--- config.mk ---
export PLATFORM = sky130hd
export DESIGN_NAME = segment_address_translator_flat
export DESIGN_NICKNAME = d
export VERILOG_FILES = /design/src/rtl/cpu_seg_pkg.sv /design/src/rtl/segment_address_translator_if.sv /design/src/rtl/pipe_stage.sv /design/src/rtl/segment_address_translator.sv /design/src/flat_wrapper.sv
export SDC_FILE = /design/constraint.sdc
export NUM_CORES = 1
export LEC_CHECK = 0
export ABC_CLOCK_PERIOD_IN_PS = 2820
export BUFFER_PORTS_ARGS = -buffer_cell sky130_fd_sc_hd__buf_2
export CORE_AREA = 2 2 82 84
export CTS_CLUSTER_SIZE = 24
export DETAILED_ROUTE_END_ITERATION = 12
export DIE_AREA = 0 0 84 86
export GPL_TIMING_DRIVEN = 0
export PLACE_DENSITY = 0.8
export SYNTH_ARGS = -nofsm -noshare
export SYNTH_HDL_FRONTEND = slang
export SYNTH_HIERARCHICAL = 1
export SYNTH_SLANG_ARGS = --single-unit
--- constraint.sdc ---
create_clock -name clk -period 2.82 [get_ports clk]
set_input_delay 0.282 -clock clk [delete_from_list [all_inputs] [get_ports clk]]
set_output_delay 0.282 -clock clk [all_outputs]
set_load 0.02 [all_outputs]
--- src/rtl/cpu_seg_pkg.sv ---
// Shared defaults and response payload type for the segment address translator.
package cpu_seg_pkg;

  localparam int unsigned DEFAULT_OFFSET_W  = 16;
  localparam int unsigned DEFAULT_SEG_SHIFT = 4;
  localparam int unsigned DEFAULT_PADDR_W   = DEFAULT_OFFSET_W + DEFAULT_SEG_SHIFT;

  localparam int unsigned            FAULT_CNT_W   = 8;
  localparam logic [FAULT_CNT_W-1:0] FAULT_CNT_MAX = 8'hFF;

  typedef struct packed {
    logic [DEFAULT_PADDR_W-1:0] paddr;
    logic                       fault;
  } rsp_t;

endpackage

--- src/rtl/segment_address_translator_if.sv ---
// Request/response handshake bundle between a translation requester and the translator.
interface segment_address_translator_if
  import cpu_seg_pkg::*;
#(
  parameter int unsigned OFFSET_W = DEFAULT_OFFSET_W,
  parameter int unsigned PADDR_W  = DEFAULT_PADDR_W
);

  logic                req_valid;
  logic                req_ready;
  logic [OFFSET_W-1:0] req_offset;
  logic                rsp_valid;
  logic                rsp_ready;
  logic [PADDR_W-1:0]  rsp_paddr;
  logic                rsp_fault;

  modport master (
    output req_valid, req_offset, rsp_ready,
    input  req_ready, rsp_valid, rsp_paddr, rsp_fault
  );

  modport slave (
    input  req_valid, req_offset, rsp_ready,
    output req_ready, rsp_valid, rsp_paddr, rsp_fault
  );

endinterface

--- src/rtl/pipe_stage.sv ---
// One valid/ready register slice; accepts when empty or when its content leaves this cycle.
module pipe_stage #(
  parameter int unsigned W = 8
) (
  input  logic         clk,
  input  logic         reset,
  input  logic         in_valid_i,
  output logic         in_ready_c_o,
  input  logic [W-1:0] in_data_i,
  output logic         out_valid_o,
  input  logic         out_ready_i,
  output logic [W-1:0] out_data_o
);

  logic         valid_q, valid_d;
  logic [W-1:0] data_q, data_d;

  assign in_ready_c_o = !valid_q || out_ready_i;

  always_comb begin
    valid_d = valid_q;
    data_d  = data_q;
    if (in_ready_c_o) begin
      valid_d = in_valid_i;
      if (in_valid_i) begin
        data_d = in_data_i;
      end
    end
  end

  always_ff @(posedge clk) begin
    if (!reset) begin
      valid_q <= 1'b0;
      data_q  <= '0;
    end else begin
      valid_q <= valid_d;
      data_q  <= data_d;
    end
  end

  assign out_valid_o = valid_q;
  assign out_data_o  = data_q;

endmodule

--- src/rtl/segment_address_translator.sv ---
// Two-stage segment:offset to physical address translator with fault counter.
// Optional limit check enabled by defining SEG_LIMIT_CHECK_EN.
module segment_address_translator
  import cpu_seg_pkg::*;
#(
  parameter int unsigned OFFSET_W  = DEFAULT_OFFSET_W,
  parameter int unsigned SEG_SHIFT = DEFAULT_SEG_SHIFT,
  parameter int unsigned PADDR_W   = DEFAULT_PADDR_W
) (
  input  logic                   clk,
  input  logic                   reset,
  input  logic [OFFSET_W-1:0]    dsr_data_out,
  input  logic [OFFSET_W-1:0]    seg_limit,
  output logic [FAULT_CNT_W-1:0] fault_count,
  segment_address_translator_if.slave bus
);

`ifdef SEG_LIMIT_CHECK_EN
  localparam int unsigned S1_W = 3 * OFFSET_W;
`else
  localparam int unsigned S1_W = 2 * OFFSET_W;
`endif
  localparam int unsigned S2_W = PADDR_W + 1;

  logic [S1_W-1:0]     s1_in, s1_data;
  logic [S2_W-1:0]     s2_in, s2_data;
  logic                s1_in_ready, s1_valid;
  logic                s2_in_ready, s2_valid;
  logic [OFFSET_W-1:0] s1_offset, s1_base;
  logic [PADDR_W-1:0]  s1_paddr;
  logic                s1_fault;

  // S1 holds the raw operands sampled at acceptance; the add happens on its output.
`ifdef SEG_LIMIT_CHECK_EN
  logic [OFFSET_W-1:0] s1_limit;

  assign s1_in    = {seg_limit, dsr_data_out, bus.req_offset};
  assign s1_limit = s1_data[3*OFFSET_W-1:2*OFFSET_W];
  assign s1_fault = s1_offset > s1_limit;
`else
  logic unused_seg_limit;

  assign s1_in            = {dsr_data_out, bus.req_offset};
  assign unused_seg_limit = ^seg_limit;
  assign s1_fault         = 1'b0;
`endif

  assign s1_offset = s1_data[OFFSET_W-1:0];
  assign s1_base   = s1_data[2*OFFSET_W-1:OFFSET_W];
  assign s1_paddr  = PADDR_W'({s1_base, {SEG_SHIFT{1'b0}}}) + PADDR_W'(s1_offset);
  assign s2_in     = {s1_paddr, s1_fault};

  pipe_stage #(.W(S1_W)) u_s1 (
    .clk          (clk),
    .reset        (reset),
    .in_valid_i   (bus.req_valid),
    .in_ready_c_o (s1_in_ready),
    .in_data_i    (s1_in),
    .out_valid_o  (s1_valid),
    .out_ready_i  (s2_in_ready),
    .out_data_o   (s1_data)
  );

  pipe_stage #(.W(S2_W)) u_s2 (
    .clk          (clk),
    .reset        (reset),
    .in_valid_i   (s1_valid),
    .in_ready_c_o (s2_in_ready),
    .in_data_i    (s2_in),
    .out_valid_o  (s2_valid),
    .out_ready_i  (bus.rsp_ready),
    .out_data_o   (s2_data)
  );

  // Held low during reset so nothing is offered as accepted while the stages clear.
  assign bus.req_ready = s1_in_ready & reset;
  assign bus.rsp_valid = s2_valid;
  assign bus.rsp_paddr = s2_data[S2_W-1:1];
  assign bus.rsp_fault = s2_data[0];

  logic [FAULT_CNT_W-1:0] fault_cnt_q, fault_cnt_d;

  always_comb begin
    fault_cnt_d = fault_cnt_q;
    if (s2_valid && bus.rsp_ready && s2_data[0] && (fault_cnt_q != FAULT_CNT_MAX)) begin
      fault_cnt_d = fault_cnt_q + FAULT_CNT_W'(1);
    end
  end

  always_ff @(posedge clk) begin
    if (!reset) begin
      fault_cnt_q <= '0;
    end else begin
      fault_cnt_q <= fault_cnt_d;
    end
  end

  assign fault_count = fault_cnt_q;

endmodule

--- src/flat_wrapper.sv ---
// flat-port wrapper written by rule: the top's interface ports become plain ports
module segment_address_translator_flat import cpu_seg_pkg::*;
#(
  parameter int unsigned OFFSET_W  = DEFAULT_OFFSET_W,
  parameter int unsigned SEG_SHIFT = DEFAULT_SEG_SHIFT,
  parameter int unsigned PADDR_W   = DEFAULT_PADDR_W
)
  (clk, reset, dsr_data_out, seg_limit, fault_count, bus_req_valid, bus_req_offset, bus_rsp_ready, bus_req_ready, bus_rsp_valid, bus_rsp_paddr, bus_rsp_fault);
  segment_address_translator_if #(.OFFSET_W(OFFSET_W), .PADDR_W(PADDR_W)) bus_i ();
  input  logic clk;
  input  logic reset;
  input  logic [OFFSET_W-1:0] dsr_data_out;
  input  logic [OFFSET_W-1:0] seg_limit;
  output logic [FAULT_CNT_W-1:0] fault_count;
  input wire logic [$bits(bus_i.req_valid)-1:0] bus_req_valid;
  input wire logic [$bits(bus_i.req_offset)-1:0] bus_req_offset;
  input wire logic [$bits(bus_i.rsp_ready)-1:0] bus_rsp_ready;
  output wire logic [$bits(bus_i.req_ready)-1:0] bus_req_ready;
  output wire logic [$bits(bus_i.rsp_valid)-1:0] bus_rsp_valid;
  output wire logic [$bits(bus_i.rsp_paddr)-1:0] bus_rsp_paddr;
  output wire logic [$bits(bus_i.rsp_fault)-1:0] bus_rsp_fault;
  assign bus_i.req_valid = bus_req_valid;
  assign bus_i.req_offset = bus_req_offset;
  assign bus_i.rsp_ready = bus_rsp_ready;
  assign bus_req_ready = bus_i.req_ready;
  assign bus_rsp_valid = bus_i.rsp_valid;
  assign bus_rsp_paddr = bus_i.rsp_paddr;
  assign bus_rsp_fault = bus_i.rsp_fault;
  segment_address_translator #(.OFFSET_W(OFFSET_W), .SEG_SHIFT(SEG_SHIFT), .PADDR_W(PADDR_W)) u_core (.clk(clk), .reset(reset), .dsr_data_out(dsr_data_out), .seg_limit(seg_limit), .fault_count(fault_count), .bus(bus_i));
endmodule
### After elaboration in Yosys (flattened, before gate mapping)

Index checks and enable logic that the tools add are counted.

| storage, ports and cells | value |
|---|---|
| register bits | 54 |
| bits of input ports | 52 |
| output and inout bits | 31 |
| word-level logic and storage cells | 12 |

| cells by class | value |
|---|---|
| add/sub/neg operators | 1 |
| bitwise gates (word level) | 1 |
| reduce and logical (&&, ||, !) cells | 6 |

Operators with widths:

| kind | count |
|---|---|
| adder 20 x 16 -> 20 bit | 1 |
| AND reduction 2 bit | 2 |
| zero test 1 bit | 2 |
| logical OR 1 bit | 2 |
| bitwise AND 1 bit | 1 |

### Depth between registers and ports, before layout

| logic depth | value |
|---|---|
| depth after elaboration | 4 |
| gate-level depth with buffers | 9 |
| gate-level depth less buffers | 9 |

### Modules after synthesis

The synthesis kept the hierarchy.

By module, submodules not included:

| module | times used | cells each | area an instance (sq um) | seq. area each (sq um) |
|---|---|---|---|---|
| pipe_stage (u_core.u_s1) | 1 | 144 | 1357.6 | 660.6 |
| segment_address_translator | 1 | 139 | 1077.3 | 160.2 |
| pipe_stage (u_core.u_s2) | 1 | 97 | 914.6 | 440.4 |

### Worst setup path after synthesis

No wires, ideal clock.

| timing path | value |
|---|---|
| path kind | register to register |
| start point | reg u_core.u_s1.data_q[4] (netlist: u_core/u_s1/out_data_o[4]) |
| end point | reg u_core.u_s2.data_q[17] (netlist: u_core/u_s2/out_data_o[17]) |
| setup time | 0.072 ns |
| arrival | 2.088 ns |
| required time | 2.748 ns |
| path slack | 0.660 ns |
| stages on the path, launching flop included | 10 |
| buffers on the path | 0 |
| clock period less this slack | 2.160 ns |
| cells stage by stage | dfxtp_1 ha_1 fa_1 a21o_2 a221oi_2 o21ai_2 a31oi_1 xnor2_1 nand2_1 mux2i_1 |

| on the way | value |
|---|---|
| word-level cells in the longest chain between the ends | 1 |

RTL lines:

| element | line | RTL |
|---|---|---|
| start: declaration | pipe_stage.sv:16 | `logic [W-1:0] data_q, data_d;` |
| start signal: assignment | pipe_stage.sv:37 | `data_q <= data_d;` |
| adder 20 x 16 -> 20 bit | segment_address_translator.sv:50 | `assign s1_paddr = PADDR_W'({s1_base, {SEG_SHIFT{1'b0}}}) + PADDR_W'(s1_offset);` |
| via u_core.s1_paddr[16] | segment_address_translator.sv:30 | `logic [PADDR_W-1:0] s1_paddr;` |
| end signal: assignment | pipe_stage.sv:37 |  |
| end: declaration | pipe_stage.sv:16 |  |

The timed path passes the listed nets, and every way through them passes these cells.
A chain may end at the register's enable or synchronous reset.

### Worst setup path after layout

Ends and elaborated chain as after synthesis.

==> impl_results.md <==
- Status: completed
- Total grt overflow: 0
- Reg clk slew, reported paths: 0.07 ns
- Die Width: 84 um
- Vias: 2833
- Arr. time, crit path: 2.64 ns
- Worst hold slack: 0.191 ns
- DP Area: 3780 um2
- DR pass1 iterations: 4
- Syn Inst Count: 380
- CTS buffer count: 9
- Area contributors post-synth: dfxtp_1, mux2i_1, nand2_1
- Post-synthesis sequential area ratio: 37.7%
- Final-report max-slew violation count: 0
- N_diodes: 0
- Port bufs: 66
- Tcrit/Tclk final: 84.3%
- Synth area leader: dfxtp_1
- Die height: 86 um
- CP Capture Type: flop
- DRT antenna net count: 0
- Syn Area/Cell: 8.81 um2
- Min Tclk post-route: 2.38 ns
- Max capacitance violation total: 0
- Clk_lat worst skew: 0.33 ns
- Post-CTS Resized: 0
- Final instance area: 3950 um2
- Core ar.: 6280 um2
- Post CTS Setup Buffer Count: 0
- Total power draw: 1.99 mW
- Drt total wl: 7.25 mm
- Final setup viols: 0
- H-tree levels: 3
- Syn Nets: 446
- Unrepaired setup endpoints after global routing: no
- Initial antenna violation count: 0
- Setup WS pre-CTS: 0.477 ns
- Top-count cell post-synth: nand2_1
- Worst hold-check path type: input port to flop
- Routability Congestion: 0.901
- Number of synthesized flops with an enable pin: 0
- Worst EP required: 3.08 ns
- Maximum fanout along the worst path: 4
- # DRC: 0
- Die Area: 7220 um2
- CTS Root Cell: clkbuf_8
- Post-synth cell types: 50
- Vias/cell: 5.26
- Share of cells above drive strength 1: 21.9%
- Max Clk Rate: 420 MHz
- Synth Flop Type: dfxtp_1
- Post-synth top area share: 37.7%
- Critical path type: flop to flop
- P&R area growth vs syn: 18.0%
- CTS tree: done
- Setup TNS: 0 ns
- Synth top cells by count: nand2_1, dfxtp_1, mux2i_1
- Hpwl dp: 5.38 mm
- Largest net degree at the start of global routing: 11
- Lkg Pwr: 1.85 nW
- Number of global-route vias before repair: 2672
- Initial Util: 53.4%
- Row count: 29
- Final Hold Fails: 0
- CTS sink cnt: 63
- Core Util, Final: 63.0%
- Non-filler cells, final: 539
- Synth warnings: 6
- Final #Nets: 523
- Max Buffers Root-to-Sink: 2
- Worst Slack Setup Final: 0.441 ns
- Synthesized cell area: 3350 um2
- Dpl cells: 523
- CTS Hold Bufs: 0
- Startpoint types: flop
- Power Density: 505 nW/um2
- Flops & latches, synth: 63
- WL per Instance: 13.4 um
- First-pass GRT wire length: 11.9 mm
- Fin Clk Skew: 0.00876 ns
- DR iter-0 viols: 183
- Maximum VDD drop: 277 uV
- Total track usage: 20.4%
- I/O Pins: 83
- Asr flop ratio synth: 0%
path summary, 6_finish.rpt:
| check | cells past startpoint | from | end | slack, ns |
|---|---|---|---|---|
| worst max-delay path | 9 | u_core/u_s1/out_data_o[4]$_SDFFE_PN0P_ | u_core/u_s2/out_data_o[17]$_SDFFE_PN0P_ | 0.44 |
| worst min-delay path | 3 | bus_req_offset[14] | u_core/u_s1/out_data_o[14]$_SDFFE_PN0P_ | 0.19 |
| worst max register to register | 9 | u_core/u_s1/out_data_o[4]$_SDFFE_PN0P_ | u_core/u_s2/out_data_o[17]$_SDFFE_PN0P_ | 0.44 |
| worst min register to register | 2 | u_core/u_s2/out_data_o[3]$_SDFFE_PN0P_ | u_core/u_s2/out_data_o[3]$_SDFFE_PN0P_ | 0.46 |
kinds of logic (layout without fill, tap and decap cells):
kind of cell	Yosys count	after routing	share of synthesized area, %
flip-flops	63	63	37.7
multiplexers	54	54	16.1
adder cells (fa/ha/maj)	14	14	5.45
buffers and inverters	32	114	6.80
AND/OR/NAND/NOR	158	158	20.8
XOR/XNOR	14	14	3.66
other	1	1	0.112
AO/OA/AOI/OAI	44	44	9.41
critical path, cell delays in order (launching register included):
cell	delay, ns
dfxtp_1	0.31
ha_1	0.23
fa_1	0.42
a21o_2	0.25
a221oi_2	0.42
o21ai_2	0.13
a31oi_1	0.22
xnor2_1	0.14
nand2_1	0.06
mux2i_1	0.11
per-layer routing:
metal / global-route usage (%) / vias to the layer above / routed length, um
met5: 0 / - / 0
met4: 8.50 / 0 / 111
met3: 3.46 / 9 / 327
met2: 34.6 / 68 / 3460
met1: 25.8 / 1302 / 3350
li1: - / 1454 / -
layout make-up:
class / instances / area, um2
fillers: 559 / 2320
multi-input cells: 285 / 1860
flip-flops and latches: 63 / 1260
repair buffers: 66 / 330
plain buffers: 21 / 186
clock buffers: 13 / 159
well taps: 77 / 96.3
inverters: 11 / 41.3
clock inverters: 3 / 17.5
power breakdown:
group / switching (mW) / total [mW] / internal (mW)
clock: 0.325 / 0.689 / 0.365
sequential: 0.0330 / 0.970 / 0.937
combinational: 0.185 / 0.336 / 0.150
layout by cell type (no fill, tap or decap), drive strengths merged, types with 8 or more instances in the layout:
cell type	Yosys	routed
nand3	8	8
buf	12	78
a21oi	14	14
nand2	117	117
inv	11	11
mux2i	54	54
ha	13	13
clkbuf	9	22
xnor2	10	10
dfxtp	63	63
state kept, by name, summed over array words and instances (netlist names):
name / cells
u_core/u_s1/out_data_o: 32
u_core/u_s1/out_valid_o: 1
u_core/u_s2/out_data_o: 21
u_core/fault_count: 8
u_core/u_s2/out_valid_o: 1
No activity file was read; power rests on OpenSTA's default activity.
